--- src/rtl/audio_pwm_out.sv ---
// Mono audio back end: ramped volume gain on the 8-bit PCM stream, then a
// period-synchronous PWM with an enable/fade FSM that keeps the amp pop-free.
module audio_pwm_out #(
  parameter int PWM_BITS        = 8,   // must be >= 8; samples are left-aligned
  parameter int FADE_STEP_TICKS = 64,
  parameter int MAX_GAIN        = 16
) (
  input  logic       CLK,
  input  logic       RESET_N,
  input  logic [7:0] sample_in,
  input  logic       sample_tick,
  input  logic       enable,
  input  logic [4:0] volume,
  output logic       pwm_out,
  output logic       amp_en,
  output logic [4:0] gain_level,
  output logic       fade_busy
);

  typedef enum logic [1:0] {S_OFF, S_FADE_IN, S_PLAY, S_FADE_OUT} state_t;

  localparam int         FW   = (FADE_STEP_TICKS > 1) ? $clog2(FADE_STEP_TICKS) : 1;
  localparam logic [4:0] GMAX = 5'(MAX_GAIN);

  state_t                state, state_nxt;
  logic [4:0]            gain, gain_nxt, tgt;
  logic [FW-1:0]         fade_cnt;
  logic                  step;

  logic [7:0]            smp;
  logic                  smp_vld;
  logic signed [8:0]     ctr;
  logic signed [14:0]    prod, lvl;
  logic [7:0]            scaled, scaled_nxt;

  logic [PWM_BITS-1:0]   pwm_cnt, duty;
  logic                  wrap;

  assign tgt  = (volume > GMAX) ? GMAX : volume;
  assign step = sample_tick && (fade_cnt == FW'(FADE_STEP_TICKS - 1));
  assign wrap = &pwm_cnt;

  assign amp_en     = (state != S_OFF);
  assign fade_busy  = (state == S_FADE_IN) || (state == S_FADE_OUT);
  assign gain_level = gain;

  // A state change always takes priority over a gain step in the same cycle.
  always_comb begin
    state_nxt = state;
    gain_nxt  = gain;
    unique case (state)
      S_OFF: begin
        gain_nxt = '0;
        if (enable) state_nxt = S_FADE_IN;
      end
      S_FADE_IN: begin
        if (!enable)          state_nxt = S_FADE_OUT;
        else if (gain >= tgt) state_nxt = S_PLAY;
        else if (step)        gain_nxt  = gain + 5'd1;
      end
      S_PLAY: begin
        if (!enable) state_nxt = S_FADE_OUT;
        else if (step) begin
          if (gain < tgt)      gain_nxt = gain + 5'd1;
          else if (gain > tgt) gain_nxt = gain - 5'd1;
        end
      end
      S_FADE_OUT: begin
        if (enable)            state_nxt = S_FADE_IN;
        else if (gain == '0)   state_nxt = S_OFF;
        else if (step)         gain_nxt  = gain - 5'd1;
      end
      default: begin
        state_nxt = S_OFF;
        gain_nxt  = '0;
      end
    endcase
  end

  always_ff @(posedge CLK or negedge RESET_N) begin
    if (!RESET_N) begin
      state    <= S_OFF;
      gain     <= '0;
      fade_cnt <= '0;
    end else begin
      state <= state_nxt;
      gain  <= gain_nxt;
      if (state_nxt != state)  fade_cnt <= '0;
      else if (sample_tick)    fade_cnt <= step ? '0 : fade_cnt + FW'(1);
    end
  end

  // Signed scale around the 128 midpoint; >>> floors toward -inf.
  always_comb begin
    ctr  = $signed({1'b0, smp}) - 9'sd128;
    prod = ctr * $signed({1'b0, gain});
    lvl  = (prod >>> 4) + 15'sd128;
    if (lvl < 15'sd0)        scaled_nxt = 8'd0;
    else if (lvl > 15'sd255) scaled_nxt = 8'd255;
    else                     scaled_nxt = lvl[7:0];
  end

  always_ff @(posedge CLK or negedge RESET_N) begin
    if (!RESET_N) begin
      smp     <= 8'd128;
      smp_vld <= 1'b0;
      scaled  <= 8'd128;
    end else begin
      smp_vld <= sample_tick;
      if (sample_tick) smp    <= sample_in;
      if (smp_vld)     scaled <= scaled_nxt;
    end
  end

  // Duty only moves at the period boundary so each PWM period is whole.
  always_ff @(posedge CLK or negedge RESET_N) begin
    if (!RESET_N) begin
      pwm_cnt <= '0;
      duty    <= '0;
      pwm_out <= 1'b0;
    end else begin
      pwm_cnt <= pwm_cnt + PWM_BITS'(1);
      if (state == S_OFF) duty <= '0;
      else if (wrap)      duty <= PWM_BITS'(scaled) << (PWM_BITS - 8);
      pwm_out <= (state != S_OFF) && (pwm_cnt < duty);
    end
  end

endmodule

--- config.mk ---
export PLATFORM = sky130hd
export DESIGN_NAME = audio_pwm_out
export DESIGN_NICKNAME = d
export VERILOG_FILES = /design/src/rtl/audio_pwm_out.sv
export SDC_FILE = /design/constraint.sdc
export NUM_CORES = 1
export LEC_CHECK = 0
export BUFFER_PORTS_ARGS = -buffer_cell sky130_fd_sc_hd__buf_4
export CORE_ASPECT_RATIO = 0.8
export CORE_MARGIN = 1
export CORE_UTILIZATION = 55
export DETAILED_ROUTE_END_ITERATION = 8
export GPL_ROUTABILITY_DRIVEN = 1
export GPL_TIMING_DRIVEN = 0
export PLACE_DENSITY = 0.82
export SYNTH_ARGS = -nofsm -noshare
export SYNTH_HDL_FRONTEND = slang
export SYNTH_SLANG_ARGS = --single-unit
--- constraint.sdc ---
create_clock -name CLK -period 7 [get_ports CLK]
set_clock_uncertainty 0.2 [all_clocks]
set_input_delay 1.75 -clock CLK [delete_from_list [all_inputs] [get_ports CLK]]
set_output_delay 1.75 -clock CLK [all_outputs]
set_load 0.01 [all_outputs]
* Word level (Yosys, flattened, before mapping)
Cells that the tools add are included.
Operators by class: add/sub/neg operators 6, multipliers 1, $lt $le $gt $ge 7, equal/unequal tests 14, mux-type cells 26, reductions and logical operators 10
Operator list (count):
- 5-bit two-way mux | 11
- 8-bit two-way mux | 4
- 5-bit case mux with 4 select lines | 1
- 6-bit two-way mux | 3
- 2-bit != test (second input constant) | 8
- 9-bit by 6-bit multiplier with 15-bit output | 1
- 11-bit by 9-bit adder with 12-bit output (second input constant) | 1
- 12-bit by 9-bit > comparator with 1-bit output (second input constant) | 1
- 12-bit by 1-bit less-than comparator with 1-bit output (second input constant) | 1
- 2-bit two-way mux | 6
- 9-bit AND reduction | 1
- 8-bit by 8-bit subtractor with 9-bit output (second input constant) | 1
- 8-bit by 1-bit adder with 8-bit output (second input constant) | 1
- 8-bit less-than comparator | 1
- 2-bit case mux with 4 select lines | 1
- 8-bit AND reduction | 1
- 6-bit by 1-bit adder with 6-bit output (second input constant) | 1
- 6-bit equality test (second input constant) | 1
- 2-bit nonzero test | 3
- 5-bit by 1-bit adder with 5-bit output (second input constant) | 1
- 5-bit >= comparator | 1
- 5-bit > comparator | 1
- 5-bit > comparator (second input constant) | 1
- 5-bit zero test | 1
- 9 further kinds | 11
Word-level totals: flip-flop bits (word level) 47, bits of input ports 17, output and inout bits 8, word-level logic and storage cells 73

* Longest topological paths before layout
depth in word-level cells 8, depth in mapped cells 19, gate-level depth less buffers 18

* Least setup slack after synthesis
Ideal clock, no wire load.
kind reg-to-reg, from register gain[0], in the netlist gain_level[0], to register scaled[7], setup time 0.085 ns, arrival 4.999 ns, data required time 6.715 ns, setup slack 1.716 ns, cell stages (with the launch flop) 20, clock period less this slack 5.284 ns, cells stage by stage dfrtp_1 > clkbuf_1 > nand2b_1 > fa_1 > inv_1 > fa_1 > inv_1 > fa_1 > inv_1 > ha_1 > a2111oi_2 > o31ai_1 > a221oi_4 > a21o_2 > xnor2_1 > ha_1 > inv_1 > a21o_1 > a221o_2 > o221ai_1
Between the ends: word-level cells in the longest chain between the ends 5, elaborated cells between the ends (all ways) 6
RTL lines:
- start: declaration | line 26 | logic [4:0] gain, gain_nxt, tgt;
- start signal: assignment | line 87 | gain <= gain_nxt;
- 9-bit by 6-bit multiplier with 15-bit output (*) | line 96 | prod = ctr * $signed({1'b0, gain});
- 11-bit by 9-bit adder with 12-bit output (*) | line 97 | lvl = (prod >>> 4) + 15'sd128;
- 12-bit by 9-bit > comparator with 1-bit output | line 99 | else if (lvl > 15'sd255) scaled_nxt = 8'd255;
- 8-bit two-way mux | line 99
- 8-bit two-way mux (*) | line 98 | if (lvl < 15'sd0) scaled_nxt = 8'd0;
- end signal: assignment | line 111 | if (smp_vld) scaled <= scaled_nxt;
- end: declaration | line 34 | logic [7:0] scaled, scaled_nxt;
Every way passes the cells marked *; elsewhere a longest branch is shown, timed or not. A chain may end at the register's enable or synchronous reset.

* Worst setup path after layout
from register gain[0], in the netlist gain_level[0], to register scaled[5]
The elaborated chain is that of the path after synthesis.

==> results.sh <==
export IMPL_p_leak_nw=2.210
export IMPL_syn_inst=440
export IMPL_portBuffers=24
export IMPL_post_dp_cell_area_sq_mm=0.004425
export IMPL_first_pass_iters=4
export IMPL_cts_sinks=47
export IMPL_grt_max_degree=48
export IMPL_grt_pass1_vias=3200
export IMPL_ys_top_cells_by_count="51 x inv_1, 45 x dfrtp_1, 40 x ha_1"
export IMPL_via_count=3196
export IMPL_worst_pin_slew_ns=0.8382
export IMPL_die_y_um=79.57
export IMPL_period_share_pct=85.14
export IMPL_grt_ovfl_total=0
export IMPL_syn_to_final_growth_pct=9.316
export IMPL_cts_buffers=5
export IMPL_maxSlewViolCount=0
export IMPL_status="complete, no violations"
export IMPL_antenna_found_initial=0
export IMPL_max_slew_margin_pct=43.64
export IMPL_cts_hold_buffers=0
export IMPL_yosysSeqAreaShare_pct=28.49
export IMPL_cts_resized=0
export IMPL_switching_share_pct=33.10
export IMPL_endpoint_kind="flop"
export IMPL_final_setup_tns_ns=0
export IMPL_synthTopCellsByArea="dfrtp_1 27%, fa_1 13%, ha_1 12%"
export IMPL_pwr_share_clk_pct=28.6
export IMPL_nNetsFinal=554
export IMPL_drive_above_1_share_pct=11.44
export IMPL_p_sw_mw=0.2061
export IMPL_p_comb_share_pct=22.9
export IMPL_ys_flop_type="dfrtp_1"
export IMPL_num_rows=27
export IMPL_avgSynthCellArea_sq_um=9.401
export IMPL_post_cts_buffers=0
export IMPL_routabilityCongestion=0.8306
export IMPL_synthesis_nets=523
export IMPL_finalCoreUtilization_pct=64.04
export IMPL_ant_nets=0
export IMPL_clk_pin_slew_ns=0.10
export IMPL_netlist_area_sq_mm=0.004136
export IMPL_setup_viol=0
export IMPL_cp_data_required_time_ns=7.01
export IMPL_synth_top_area_cell="dfrtp_1"
export IMPL_cts_max_path_buffers=2
export IMPL_crit_type="flop to flop"
export IMPL_cts_tree="built"
export IMPL_p_int_mw=0.4164
export IMPL_grt_pass1_wl_mm=14.42
export IMPL_synth_edf_count=0
export IMPL_synth_async_reset_ratio_pct=100.0
export IMPL_max_clock_freq_ghz=0.1678
export IMPL_die_width_um=98.96
export IMPL_n_antenna_cell=0
export IMPL_die_area_sq_mm=0.007874
export IMPL_htree_levels=2
export IMPL_start_util_pct=58.59
export IMPL_clockRootBuffer="clkbuf_8"
export IMPL_min_delay_path_class="flop to flop"
export IMPL_drt_vias_per_instance=5.717
export IMPL_synth_yosys_warnings=0
export IMPL_design_core_area_sq_mm=0.007061
export IMPL_ys_ff_latch=47
export IMPL_drc_errors=0
export IMPL_ys_types=51
export IMPL_final_cell_area_sq_mm=0.004522
export IMPL_timing_hold_violations_final=0
export IMPL_p_per_area_mw_per_mm2=137.7
export IMPL_io_pins=25
export IMPL_whs_ns=0.3171
export IMPL_pwr_share_seq_pct=48.4
export IMPL_clk_latency_ns=0.31
export IMPL_critPathLaunchType="flop"
export IMPL_wl_mm=8.147
export IMPL_yosysTopAreaCellShare_pct=27.22
export IMPL_wl_per_cell_um=14.57
export IMPL_grt_setup_unrepaired="no"
export IMPL_synth_most_common_cell="inv_1"
export IMPL_power_mw=0.6225
export IMPL_drv_cap=0
export IMPL_period_needed_ns=5.959
export IMPL_cp_max_fo=10
export IMPL_grt_use_total_pct=22.99
export IMPL_drtIter0Drc=195
export IMPL_cp_arrival_ns=5.97
export IMPL_vdd_drop_max_v=0.0001447
export IMPL_dpl_hpwl_mm=6.486
final timing paths:
check	from	to	slack, ns	cells after the start
worst min register to register	pwm_cnt[7]	pwm_cnt[7]	0.32	1
max in group asynchronous	RESET_N	gain_level[4]	4.96	1
min in group asynchronous	RESET_N	pwm_cnt[5]	1.24	1
worst max-delay path	gain_level[0]	scaled[5]	1.04	19
worst max register to register	gain_level[0]	scaled[5]	1.04	19
worst min-delay path	pwm_cnt[7]	pwm_cnt[7]	0.32	1
layer usage:
| metal | global-route usage [%] | share of wire [%] | vias to the layer above |
|---|---|---|---|
| met5 | 0 | 0 | - |
| met4 | 4.627 | 0.52 | 0 |
| met3 | 3.590 | 2.8 | 6 |
| met2 | 39.30 | 48 | 54 |
| met1 | 31.22 | 49 | 1587 |
| li1 | - | - | 1549 |
kinds of logic after synthesis:
family          share of synthesized area, %
flops                                  28.49
mux                                    5.838
simple gates                           18.39
fa+ha+maj                              24.68
compound gates                         12.86
buf+inv                                5.717
xor+xnor                               4.023
worst max-delay path: stages (launching register included):
cell and delay [ns]:
dfrtp_1 0.41, clkbuf_1 0.42, nand2b_1 0.24, fa_1 0.57
inv_1 0.05, fa_1 0.47, inv_1 0.06, fa_1 0.54
inv_1 0.05, ha_1 0.40, a2111oi_2 0.38, o31ai_1 0.18
a221oi_4 0.32, a21o_2 0.21, xnor2_1 0.19, ha_1 0.23
o31ai_1 0.13, a21boi_0 0.56, a21oi_1 0.12, o21ai_0 0.13
sequential cells by signal (all words and copies together), names as in the netlist:
register    cells
fade_cnt        6
pwm_cnt         8
gain_level      5
duty            8
state           2
smp             8
smp_vld         1
pwm_out         1
scaled          8
layout by cell type, fill, tap and decap left out, types with 11 or more instances in the layout:
| cell | netlist | final |
|---|---|---|
| nor2b_1 | 13 | 13 |
| fa_1 | 26 | 26 |
| buf_4 | 0 | 24 |
| o21ai_0 | 13 | 13 |
| dfrtp_1 | 45 | 45 |
| nand2_1 | 31 | 31 |
| inv_1 | 51 | 51 |
| a21oi_1 | 14 | 14 |
| nand3_1 | 16 | 16 |
| and2_1 | 27 | 27 |
| mux2i_1 | 14 | 14 |
| nor2_1 | 34 | 34 |
| clkbuf_1 | 11 | 11 |
| ha_1 | 40 | 40 |
| xnor2_1 | 13 | 13 |
stage by stage:
step | worst slack, ns | std cells
floorplan | 1.716 | 440
global placement | 1.230 | 551
detailed placement | 1.070 | 551
CTS | 1.041 | 559
global route | 0.6062 | 559
finish | 1.041 | 559
cell type report:
| class | instances | area (sq um) |
|---|---|---|
| flip-flops and latches | 47 | 1179 |
| inverters | 51 | 191.4 |
| fillers | 568 | 2539 |
| well taps | 87 | 108.9 |
| plain buffers | 12 | 45.04 |
| multi-input cells | 330 | 2721 |
| repair buffers | 24 | 180.2 |
| clock inverters | 3 | 27.53 |
| clock buffers | 5 | 68.82 |
power by group through the flow:
stage               Combinational (mW)  Sequential [mW]  Clock, mW
finish                           0.143            0.302      0.178
global placement                 0.137            0.306          0
CTS                              0.142            0.301      0.182
detailed placement               0.141            0.306          0
global route                     0.161            0.303      0.193
floorplan                       0.0958            0.302          0
(Power assumes the default switching activity.)
